<file path="src/rtl/hash_uart_tx_pkg.sv">
// Shared definitions for the hash UART link: FSM state encoding, frame
// geometry and the default preamble byte.
package hash_link_pkg;

  typedef enum logic [2:0] {
    ST_IDLE,
    ST_SEND_SYNC,
    ST_REQ_WORD,
    ST_WAIT_WORD,
    ST_SEND_WORD,
    ST_SEND_CSUM,
    ST_DONE
  } state_t;

  localparam logic [7:0] SYNC_BYTE_DEF  = 8'hA5;
  localparam int         FRAME_BYTES    = 34;
  localparam int         WORDS_PER_HASH = 8;

  // Words go out MSB byte first.
  function automatic logic [7:0] msb_byte(input logic [31:0] w);
    return w[31:24];
  endfunction

endpackage

</file>
<file path="src/rtl/hash_uart_tx_if.sv">
// Handshake/bus bundle between the hash FIFO read side, the frame
// requester and the UART transmitter.
//   start       : one-cycle request to send a hash frame
//   data_in     : 32-bit word from the hash FIFO
//   data_valid  : data_in valid this cycle
//   rd_en       : one-cycle word request to the hash FIFO
//   tx          : UART line (idle high, 8N1, LSB first)
//   busy        : frame in progress
//   frame_done  : one-cycle pulse after a complete frame
//   timeout_err : sticky FIFO response timeout flag
interface hash_uart_tx_if;
  logic        start;
  logic [31:0] data_in;
  logic        data_valid;
  logic        rd_en;
  logic        tx;
  logic        busy;
  logic        frame_done;
  logic        timeout_err;

  modport master (
    output start, data_in, data_valid,
    input  rd_en, tx, busy, frame_done, timeout_err
  );

  modport slave (
    input  start, data_in, data_valid,
    output rd_en, tx, busy, frame_done, timeout_err
  );
endinterface

</file>
<file path="src/rtl/hash_uart_tx_byte.sv">
// Single-byte 8N1 UART serialiser. Owns the baud and bit counters.
//   clk, rst : clock, asynchronous active-high reset
//   load_i   : load byte_i and start a byte (accepted when idle or in the
//              final cycle of the previous stop bit, giving zero gap)
//   byte_i   : byte to send, LSB first
//   done_o   : high in the last cycle of the stop bit
//   tx_o     : registered UART line
module uart_tx_byte #(
  parameter int CLKS_PER_BIT = 868
) (
  input  logic       clk,
  input  logic       rst,
  input  logic       load_i,
  input  logic [7:0] byte_i,
  output logic       done_o,
  output logic       tx_o
);
  localparam logic [15:0] RELOAD = 16'(CLKS_PER_BIT - 1);

  logic [15:0] baud_q;
  logic [3:0]  bit_q;    // 0 start, 1..8 data, 9 stop
  logic [7:0]  shr_q;
  logic        active_q;
  logic        tx_q;
  logic        bit_end;

  assign bit_end = active_q && (baud_q == '0);
  assign done_o  = bit_end && (bit_q == 4'd9);
  assign tx_o    = tx_q;

  always_ff @(posedge clk or posedge rst) begin
    if (rst) begin
      baud_q   <= '0;
      bit_q    <= '0;
      shr_q    <= '0;
      active_q <= 1'b0;
      tx_q     <= 1'b1;
    end else if (load_i && (!active_q || done_o)) begin
      baud_q   <= RELOAD;
      bit_q    <= '0;
      shr_q    <= byte_i;
      active_q <= 1'b1;
      tx_q     <= 1'b0;
    end else if (!active_q) begin
      baud_q <= RELOAD;
    end else if (bit_end) begin
      baud_q <= RELOAD;
      if (bit_q == 4'd9) begin
        active_q <= 1'b0;
        tx_q     <= 1'b1;
      end else begin
        bit_q <= bit_q + 4'd1;
        if (bit_q == 4'd8) begin
          tx_q <= 1'b1;
        end else begin
          tx_q  <= shr_q[0];
          shr_q <= {1'b0, shr_q[7:1]};
        end
      end
    end else begin
      baud_q <= baud_q - 16'd1;
    end
  end
endmodule

</file>
<file path="src/rtl/hash_uart_tx.sv">
// Frames a 256-bit hash pulled word by word from a FIFO and sends it over
// UART: SYNC_BYTE, 32 hash bytes (MSB byte of each word first), XOR checksum.
//   clk, rst : clock (shared with FIFO read side), async active-high reset
//   bus      : hash_uart_tx_if slave (start/data_in/data_valid in,
//              rd_en/tx/busy/frame_done/timeout_err out)
module hash_uart_tx
  import hash_link_pkg::*;
#(
  parameter int         CLKS_PER_BIT = 868,
  parameter logic [7:0] SYNC_BYTE    = SYNC_BYTE_DEF,
  parameter int         RESP_TIMEOUT = 16
) (
  input  logic          clk,
  input  logic          rst,
  hash_uart_tx_if.slave bus
);
  localparam logic [15:0] TMO_LAST  = 16'(RESP_TIMEOUT - 1);
  localparam logic [2:0]  LAST_WORD = 3'(WORDS_PER_HASH - 1);

  state_t      state_q, state_d;
  logic [2:0]  word_q, word_d;
  logic [1:0]  bidx_q, bidx_d;
  logic [7:0]  csum_q, csum_d;
  logic [31:0] buf_q, buf_d;
  logic [15:0] tmo_q, tmo_d;
  logic        rd_en_q, rd_en_d;
  logic        busy_q, busy_d;
  logic        fdone_q, fdone_d;
  logic        terr_q, terr_d;
  logic        load;
  logic [7:0]  load_byte;
  logic        bdone;
  logic        tx_w;

  uart_tx_byte #(.CLKS_PER_BIT(CLKS_PER_BIT)) u_byte (
    .clk    (clk),
    .rst    (rst),
    .load_i (load),
    .byte_i (load_byte),
    .done_o (bdone),
    .tx_o   (tx_w)
  );

  assign bus.tx          = tx_w;
  assign bus.rd_en       = rd_en_q;
  assign bus.busy        = busy_q;
  assign bus.frame_done  = fdone_q;
  assign bus.timeout_err = terr_q;

  always_ff @(posedge clk or posedge rst) begin
    if (rst) begin
      state_q <= ST_IDLE;
      word_q  <= '0;
      bidx_q  <= '0;
      csum_q  <= '0;
      buf_q   <= '0;
      tmo_q   <= '0;
      rd_en_q <= 1'b0;
      busy_q  <= 1'b0;
      fdone_q <= 1'b0;
      terr_q  <= 1'b0;
    end else begin
      state_q <= state_d;
      word_q  <= word_d;
      bidx_q  <= bidx_d;
      csum_q  <= csum_d;
      buf_q   <= buf_d;
      tmo_q   <= tmo_d;
      rd_en_q <= rd_en_d;
      busy_q  <= busy_d;
      fdone_q <= fdone_d;
      terr_q  <= terr_d;
    end
  end

  // Each next byte is loaded in the same cycle the serialiser reports its
  // stop bit done, so bytes within a word and the checksum follow with no gap.
  always_comb begin
    state_d   = state_q;
    word_d    = word_q;
    bidx_d    = bidx_q;
    csum_d    = csum_q;
    buf_d     = buf_q;
    tmo_d     = tmo_q;
    rd_en_d   = 1'b0;
    busy_d    = busy_q;
    fdone_d   = 1'b0;
    terr_d    = terr_q;
    load      = 1'b0;
    load_byte = '0;
    case (state_q)
      ST_IDLE: begin
        if (bus.start && !busy_q) begin
          state_d   = ST_SEND_SYNC;
          busy_d    = 1'b1;
          word_d    = '0;
          bidx_d    = '0;
          csum_d    = '0;
          terr_d    = 1'b0;
          load      = 1'b1;
          load_byte = SYNC_BYTE;
        end
      end
      ST_SEND_SYNC: begin
        if (bdone) begin
          state_d = ST_REQ_WORD;
          rd_en_d = 1'b1;
        end
      end
      ST_REQ_WORD: begin
        state_d = ST_WAIT_WORD;
        tmo_d   = '0;
      end
      ST_WAIT_WORD: begin
        if (bus.data_valid) begin
          buf_d     = bus.data_in;
          load      = 1'b1;
          load_byte = msb_byte(bus.data_in);
          csum_d    = csum_q ^ msb_byte(bus.data_in);
          bidx_d    = '0;
          state_d   = ST_SEND_WORD;
        end else if (tmo_q == TMO_LAST) begin
          terr_d  = 1'b1;
          busy_d  = 1'b0;
          state_d = ST_IDLE;
        end else begin
          tmo_d = tmo_q + 16'd1;
        end
      end
      ST_SEND_WORD: begin
        if (bdone) begin
          if (bidx_q == 2'd3) begin
            word_d = word_q + 3'd1;
            if (word_q == LAST_WORD) begin
              load      = 1'b1;
              load_byte = csum_q;
              state_d   = ST_SEND_CSUM;
            end else begin
              state_d = ST_REQ_WORD;
              rd_en_d = 1'b1;
            end
          end else begin
            bidx_d    = bidx_q + 2'd1;
            buf_d     = {buf_q[23:0], 8'h00};
            load      = 1'b1;
            load_byte = msb_byte({buf_q[23:0], 8'h00});
            csum_d    = csum_q ^ msb_byte({buf_q[23:0], 8'h00});
          end
        end
      end
      ST_SEND_CSUM: begin
        if (bdone) begin
          state_d = ST_DONE;
          fdone_d = 1'b1;
          busy_d  = 1'b0;
        end
      end
      ST_DONE:  state_d = ST_IDLE;
      default:  state_d = ST_IDLE;
    endcase
  end
endmodule

</file>
<file path="src/flat_wrapper.sv">
// flat-port wrapper written by rule: the top's interface ports become plain ports
module hash_uart_tx_flat import hash_link_pkg::*;
#(
  parameter int         CLKS_PER_BIT = 868,
  parameter logic [7:0] SYNC_BYTE    = SYNC_BYTE_DEF,
  parameter int         RESP_TIMEOUT = 16
)
  (clk, rst, bus_start, bus_data_in, bus_data_valid, bus_rd_en, bus_tx, bus_busy, bus_frame_done, bus_timeout_err);
  hash_uart_tx_if bus_i ();
  input  logic clk;
  input  logic rst;
  input wire logic [$bits(bus_i.start)-1:0] bus_start;
  input wire logic [$bits(bus_i.data_in)-1:0] bus_data_in;
  input wire logic [$bits(bus_i.data_valid)-1:0] bus_data_valid;
  output wire logic [$bits(bus_i.rd_en)-1:0] bus_rd_en;
  output wire logic [$bits(bus_i.tx)-1:0] bus_tx;
  output wire logic [$bits(bus_i.busy)-1:0] bus_busy;
  output wire logic [$bits(bus_i.frame_done)-1:0] bus_frame_done;
  output wire logic [$bits(bus_i.timeout_err)-1:0] bus_timeout_err;
  assign bus_i.start = bus_start;
  assign bus_i.data_in = bus_data_in;
  assign bus_i.data_valid = bus_data_valid;
  assign bus_rd_en = bus_i.rd_en;
  assign bus_tx = bus_i.tx;
  assign bus_busy = bus_i.busy;
  assign bus_frame_done = bus_i.frame_done;
  assign bus_timeout_err = bus_i.timeout_err;
  hash_uart_tx #(.CLKS_PER_BIT(CLKS_PER_BIT), .SYNC_BYTE(SYNC_BYTE), .RESP_TIMEOUT(RESP_TIMEOUT)) u_core (.clk(clk), .rst(rst), .bus(bus_i));
endmodule
</file>
<file path="config.mk">
export PLATFORM = sky130hd
export DESIGN_NAME = hash_uart_tx_flat
export DESIGN_NICKNAME = d
export VERILOG_FILES = /design/src/rtl/hash_uart_tx_pkg.sv /design/src/rtl/hash_uart_tx_if.sv /design/src/rtl/hash_uart_tx_byte.sv /design/src/rtl/hash_uart_tx.sv /design/src/flat_wrapper.sv
export SDC_FILE = /design/constraint.sdc
export NUM_CORES = 1
export LEC_CHECK = 0
export ABC_AREA = 1
export CORE_AREA = 10 10 114 116
export DETAILED_ROUTE_END_ITERATION = 7
export DIE_AREA = 0 0 124 126
export PLACE_DENSITY = 0.79
export SLEW_MARGIN = 5
export SYNTH_ARGS = -nofsm -noshare
export SYNTH_HDL_FRONTEND = slang
export SYNTH_HIERARCHICAL = 1
export SYNTH_SLANG_ARGS = --single-unit
</file>
<file path="constraint.sdc">
create_clock -name clk -period 3.06 [get_ports clk]
set_clock_uncertainty 0.2 [all_clocks]
set_input_delay 0.306 -clock clk [delete_from_list [all_inputs] [get_ports clk]]
set_output_delay 0.306 -clock clk [all_outputs]
set_load 0.01 [all_outputs]
</file>
# [After elaboration in Yosys (flattened, before gate mapping)]
# Index checks and enable logic that the tools add are counted.
[totals] elab_cells=150 out_inout_bits=5 ff_bits=90 input_bits=36
[classes] muxes=78 n_addsub=5 n_eq_ne=23 n_bitwise=2 reduce_logical=27
[op_table] cell="two-way mux 8 bit" count=14
[op_table] cell="two-way mux 16 bit" count=5
[op_table] cell="two-way mux 24 bit" count=3
[op_table] cell="case mux 24 bit (2 select lines)" count=1
[op_table] cell="case mux 8 bit (3 select lines)" count=2
[op_table] cell="two-way mux 3 bit" count=11
[op_table] cell="case mux 16 bit (2 select lines)" count=1
[op_table] cell="two-way mux 1 bit" count=26
[op_table] cell="!= test 2 bit (second input constant)" count=9
[op_table] cell="case mux 3 bit (6 select lines)" count=1
[op_table] cell="adder 16 x 1 -> 16 bit (second input constant)" count=1
[op_table] cell="== test 16 x 4 -> 1 bit (second input constant)" count=1
[op_table] cell="zero test 16 bit" count=1
[op_table] cell="two-way mux 4 bit" count=4
[op_table] cell="AND reduction 4 bit" count=4
[op_table] cell="subtractor 16 x 1 -> 16 bit (second input constant)" count=1
[op_table] cell="bitwise XOR 8 bit" count=2
[op_table] cell="nonzero test 2 bit" count=6
[op_table] cell="AND reduction 5 bit" count=2
[op_table] cell="== test 3 bit (second input constant)" count=3
[op_table] cell="== test 4 bit (second input constant)" count=2
[op_table] cell="two-way mux 2 bit" count=4
[op_table] cell="== test 3 x 2 -> 1 bit (second input constant)" count=2
[op_table] cell="!= test 2 x 1 -> 1 bit (second input constant)" count=3
[op_table] cell="other kinds (18)" count=26

# [Longest topological paths before layout]
[logic_depth] depth_word=8 mapped_depth=20

# [Modules after synthesis]
# The synthesis kept the hierarchy.
[by_module_without_submodules] mod="hash_uart_tx" cells_each=519 area_per_inst_um2=3609.7 instances=1
[by_module_without_submodules] mod="uart_tx_byte" cells_each=220 area_per_inst_um2=1689.1 instances=1

# [Worst setup path before layout]
# OpenSTA, ideal clock, no wires.
[synth_timing] kind="flip-flop to flip-flop" start="register u_core.u_byte.baud_q[0]" end="register u_core.u_byte.shr_q[0]" stages_incl_launch_ff=19 setup_time_ns=0.121 arrival_ns=2.172 path_buffers=1 required_ns=2.739 slack_ns=0.567 path_cell_list="dfrtp_1 -> inv_1 -> ha_1 -> nand2_1 -> inv_1 -> nand2_1 -> nor2_2 -> nand2_1 -> nor2_1 -> inv_1 -> nor2_4 -> o21ai_1 -> nand3_1 -> inv_1 -> a21oi_4 -> nand2_4 -> buf_2 -> o211ai_1 -> nand2_1"
[synth_via] elab_chain_cells=8 elab_cells_between_ends=15 classes_between="eq/ne (2); mux (5); reduce/logical (8)"
[synth_lines] element="from (decl)" line="hash_uart_tx_byte.sv:20" text="logic [15:0] baud_q;"
[synth_lines] element="from (signal assigned)" line="hash_uart_tx_byte.sv:61" text="baud_q <= baud_q - 16'd1;"
[synth_lines] element="zero test 16 bit *" line="hash_uart_tx_byte.sv:27" text="assign bit_end = active_q && (baud_q == '0);"
[synth_lines] element="logical AND 1 bit *" line="hash_uart_tx_byte.sv:27"
[synth_lines] element="logical AND 1 bit *" line="hash_uart_tx_byte.sv:28" text="assign done_o = bit_end && (bit_q == 4'd9);"
[synth_lines] element="named net u_core.bdone" line="hash_uart_tx.sv:32" text="logic bdone;"
[synth_lines] element="two-way mux 1 bit *" line="hash_uart_tx.sv:131" text="if (bdone) begin"
[synth_lines] element="case mux 1 bit (3 select lines) *" line="hash_uart_tx.sv:91" text="case (state_q)"
[synth_lines] element="named net u_core.load" line="hash_uart_tx.sv:30" text="logic load;"
[synth_lines] element="logical AND 1 bit *" line="hash_uart_tx_byte.sv:38" text="end else if (load_i && (!active_q || done_o)) begin"
[synth_lines] element="!= test 2 bit (no line) / nonzero test 2 bit (equally long branches)"
[synth_lines] element="AND reduction 4 bit (no line)"
[synth_lines] element="to (signal assigned)" line="hash_uart_tx_byte.sv:41" text="shr_q <= byte_i;"
[synth_lines] element="to (signal assigned)" line="hash_uart_tx_byte.sv:57" text="shr_q <= {1'b0, shr_q[7:1]};"
[synth_lines] element="to (decl)" line="hash_uart_tx_byte.sv:22" text="logic [7:0] shr_q;"
# Mark *: on every way through the listed nets, which the timed path passes. The rest lies on a longest branch.
# A chain may end at the register's enable or synchronous reset.

# [Worst setup path in the final report]
[layout_timing] start="register u_core.u_byte.baud_q[0]" end="register u_core.u_byte.shr_q[4]"
# Same word-level chain as after synthesis.

==> impl_metrics.ini <==
[clocking]
cts_buffer_depth = 2
clock_latency_ns = 0.38
cts_root_buf = clkbuf_8
clk_pin_slew_ns = 0.10
cts_tree = built
post_cts_resized = 0
clock_sinks = 90
numCtsBuffers = 9
htree_levels = 3

[run]
max_cap_violations = 0

[grt]
grt_pass1_vias = 4400
antenna_found_initial = 0
grt_usage_pct = 15.55
grt_max_degree = 50
grt_overflow = 0
grt_pass1_wl_mm = 20.27

[placement]
pre_cts_slack_ns = 0.3355
gp_congestion = 0.9097
dpl.hpwl_mm = 8.226
io_buffer_count = 40
place_area_um2 = 5782

[route]
highest_layer = met4
routedWlPerCell_um = 12.59
wirelength_mm = 11.60
route.met3.wl_um = 472
postRouteAntennaNets = 0
num_vias = 4709
vias_per_cell = 5.113
route.met2.wl_mm = 5.270
drc = 0
dr.first_iter.drc_count = 292
drt_pass1_iterations = 6
wl_met1_mm = 5.624

[floorplanning]
initial_utilization_pct = 49.53
ios = 41
rows = 38
design.die.area_um2 = 15620
die-width_um = 124
dieHeight_um = 126
core_area_um2 = 10700

[final_layout]
multi_input_area_um2 = 2536
n_antenna_cell = 0
drive_gt1_share_pct = 6.786
final_nets = 822
seqCellArea_um2 = 2253
areaGrowthSynthToFinish_pct = 13.03
fin_area_um2 = 5989
fill_cells = 1025

[setup_path]
cp-start-kind = register
path_class = reg -> reg
path_max_fanout = 21
crit_start = u_core/u_byte/baud_q[0]$_DFF_PP0_
required_ns = 3.17
ff2ff_setup_slack_ns = 0.43
arrival_ns = 2.74
r2r_start = u_core/u_byte/baud_q[0]$_DFF_PP0_
end_kind = register

[logic_synthesis]
netlist_instances = 739
ys_top_cells_by_area = dfrtp_1, nand2_1, nand3_1
seq_area_frac_synth_pct = 42.53
synth_area_per_cell_um2 = 7.170
synth_top_area_share_pct = 42.03
ys_ff_latch = 90
ys.warnings.count = 6
synth.most_common_cell = nand2_1
yosys.area.top_type = dfrtp_1
yosysUniqueCellTypes = 38
synth-edff-count = 0
yosys_most_used_dff = dfrtp_1
syn_area_um2 = 5299
synth.net_count = 785
synthTopCellsByCount = nand2_1, dfrtp_1, inv_1
async_reset_ff_share_pct = 100.0

[status]
status = finished, final reports clean

[timing]
finalHoldViolations = 0
whs_ns = 0.1514
slew_headroom_pct = 58.65
setup_tns_ns = 0
fmax_mhz = 379.5
worst_pin_slew_ns = 0.6194
period_share_pct = 86.11
finalSetupViolCount = 0
min_period_ns = 2.635
rsz0062_at_grt = no
slew_violations = 0
setup_slack_ns = 0.4251

[pwr]
p_leak_nw = 3.074
vdd_drop_max_mv = 0.3867
power_density_nw_per_um2 = 612.8

[worst_hold_path]
hp-class = in -> async
per-stage QoR:
stage | power, mW | util [%] | std cells
6_report | 3.670 | 55.99 | 921
5_1_grt | 3.951 | 55.99 | 921
4_1_cts | 3.687 | 55.92 | 920
3_5_place_dp | 2.839 | 54.05 | 904
3_3_place_gp | 2.805 | 54.05 | 904
2_1_floorplan | 2.560 | - | 739
worst max-delay path, stage by stage, from the launching register on:
cell	delay (ns)
dfrtp_1	0.38
inv_1	0.11
ha_1	0.18
nand2_1	0.06
inv_1	0.06
nand2_1	0.05
nor2_2	0.07
nand2_1	0.10
nor2_1	0.19
inv_1	0.15
nor2_4	0.13
o21ai_1	0.06
nand3_1	0.06
inv_1	0.08
a21oi_4	0.15
nand2_4	0.16
o21ai_2	0.19
nand2_1	0.10
nand2_1	0.07
path summary, 6_finish.rpt:
kind | end | depth (start not counted)
hold reg to reg | u_core/u_byte/baud_q[0]$_DFF_PP0_ | 1
setup / recovery | u_core/u_byte/shr_q[4]$_DFFE_PP0P_ | 18
setup reg to reg | u_core/u_byte/shr_q[4]$_DFFE_PP0P_ | 18
hold / removal | u_core/csum_q[5]$_DFFE_PP0P_ | 2
max in group asynchronous | u_core/tmo_q[12]$_DFFE_PP0P_ | 3
min in group clk | u_core/u_byte/baud_q[0]$_DFF_PP0_ | 1
per-layer routing:
layer / vias up / GRT usage, %
met5: - / 0
met4: 0 / 6.504
met3: 18 / 2.815
met2: 107 / 23.89
met1: 2157 / 20.98
li1: 2427 / -
state kept, by name (all words and copies together), names as in the netlist:
name / cells
u_core/bus.busy: 1
u_core/u_byte/tx_o: 1
u_core/u_byte/baud_q: 16
u_core/bus.rd_en: 1
u_core/state_q: 3
u_core/bus.frame_done: 1
u_core/bus.timeout_err: 1
u_core/buf_q: 24
u_core/bidx_q: 2
u_core/tmo_q: 16
u_core/word_q: 3
u_core/u_byte/active_q: 1
u_core/u_byte/bit_q: 4
u_core/u_byte/shr_q: 8
u_core/csum_q: 8
placed cells by master, fill, tap and decap left out, types with 6 or more instances in the layout:
| master | instances |
|---|---|
| nand2_1 | 250 |
| dfrtp_1 | 89 |
| inv_1 | 86 |
| nand3_1 | 69 |
| nor2_1 | 54 |
| o21ai_1 | 50 |
| clkdlybuf4s50_1 | 40 |
| o21ai_0 | 24 |
| ha_1 | 10 |
| clkbuf_8 | 9 |
| a21oi_1 | 9 |
| o211ai_1 | 9 |
| nand4_1 | 8 |
| o22ai_1 | 8 |
| buf_4 | 8 |
| xor2_1 | 7 |
| inv_2 | 6 |
| nor2_2 | 6 |
logic make-up (layout without fill, tap and decap cells):
logic type                 count (synthesis)  count (layout)  share of synthesized area (%)
AOI/OAI and AO/OA                        106             106                          11.12
xor gates and xnor gates                  11              11                          1.818
adders and majority gates                 10              10                          2.361
buffers and inverters                    117             159                          9.610
and+or+nand+nor                          405             405                          32.56
DFF                                       90              90                          42.53
report_power, final:
part / switching (mW) / internal [mW]
clock network: 0.457 / 0.390
registers: 0.141 / 1.43
logic: 0.822 / 0.431
total: 1.42 / 2.25
area by class of cell:
type | instances | share of cell area, %
flip-flops and latches | 90 | 37.62
repair buffers | 48 | 7.687
clock inverters | 6 | 1.212
inverters | 95 | 6.079
well taps | 140 | 2.925
clock buffers | 10 | 2.131
multi-input cells | 532 | 42.34
repair_timing:
action | in CTS | in global routing
setup buffers | 0 | 1
hold buffers | 0 | 0
endpoints found under the setup margin | 0 | 6
Note: power is estimated with default switching activity, not from simulation.
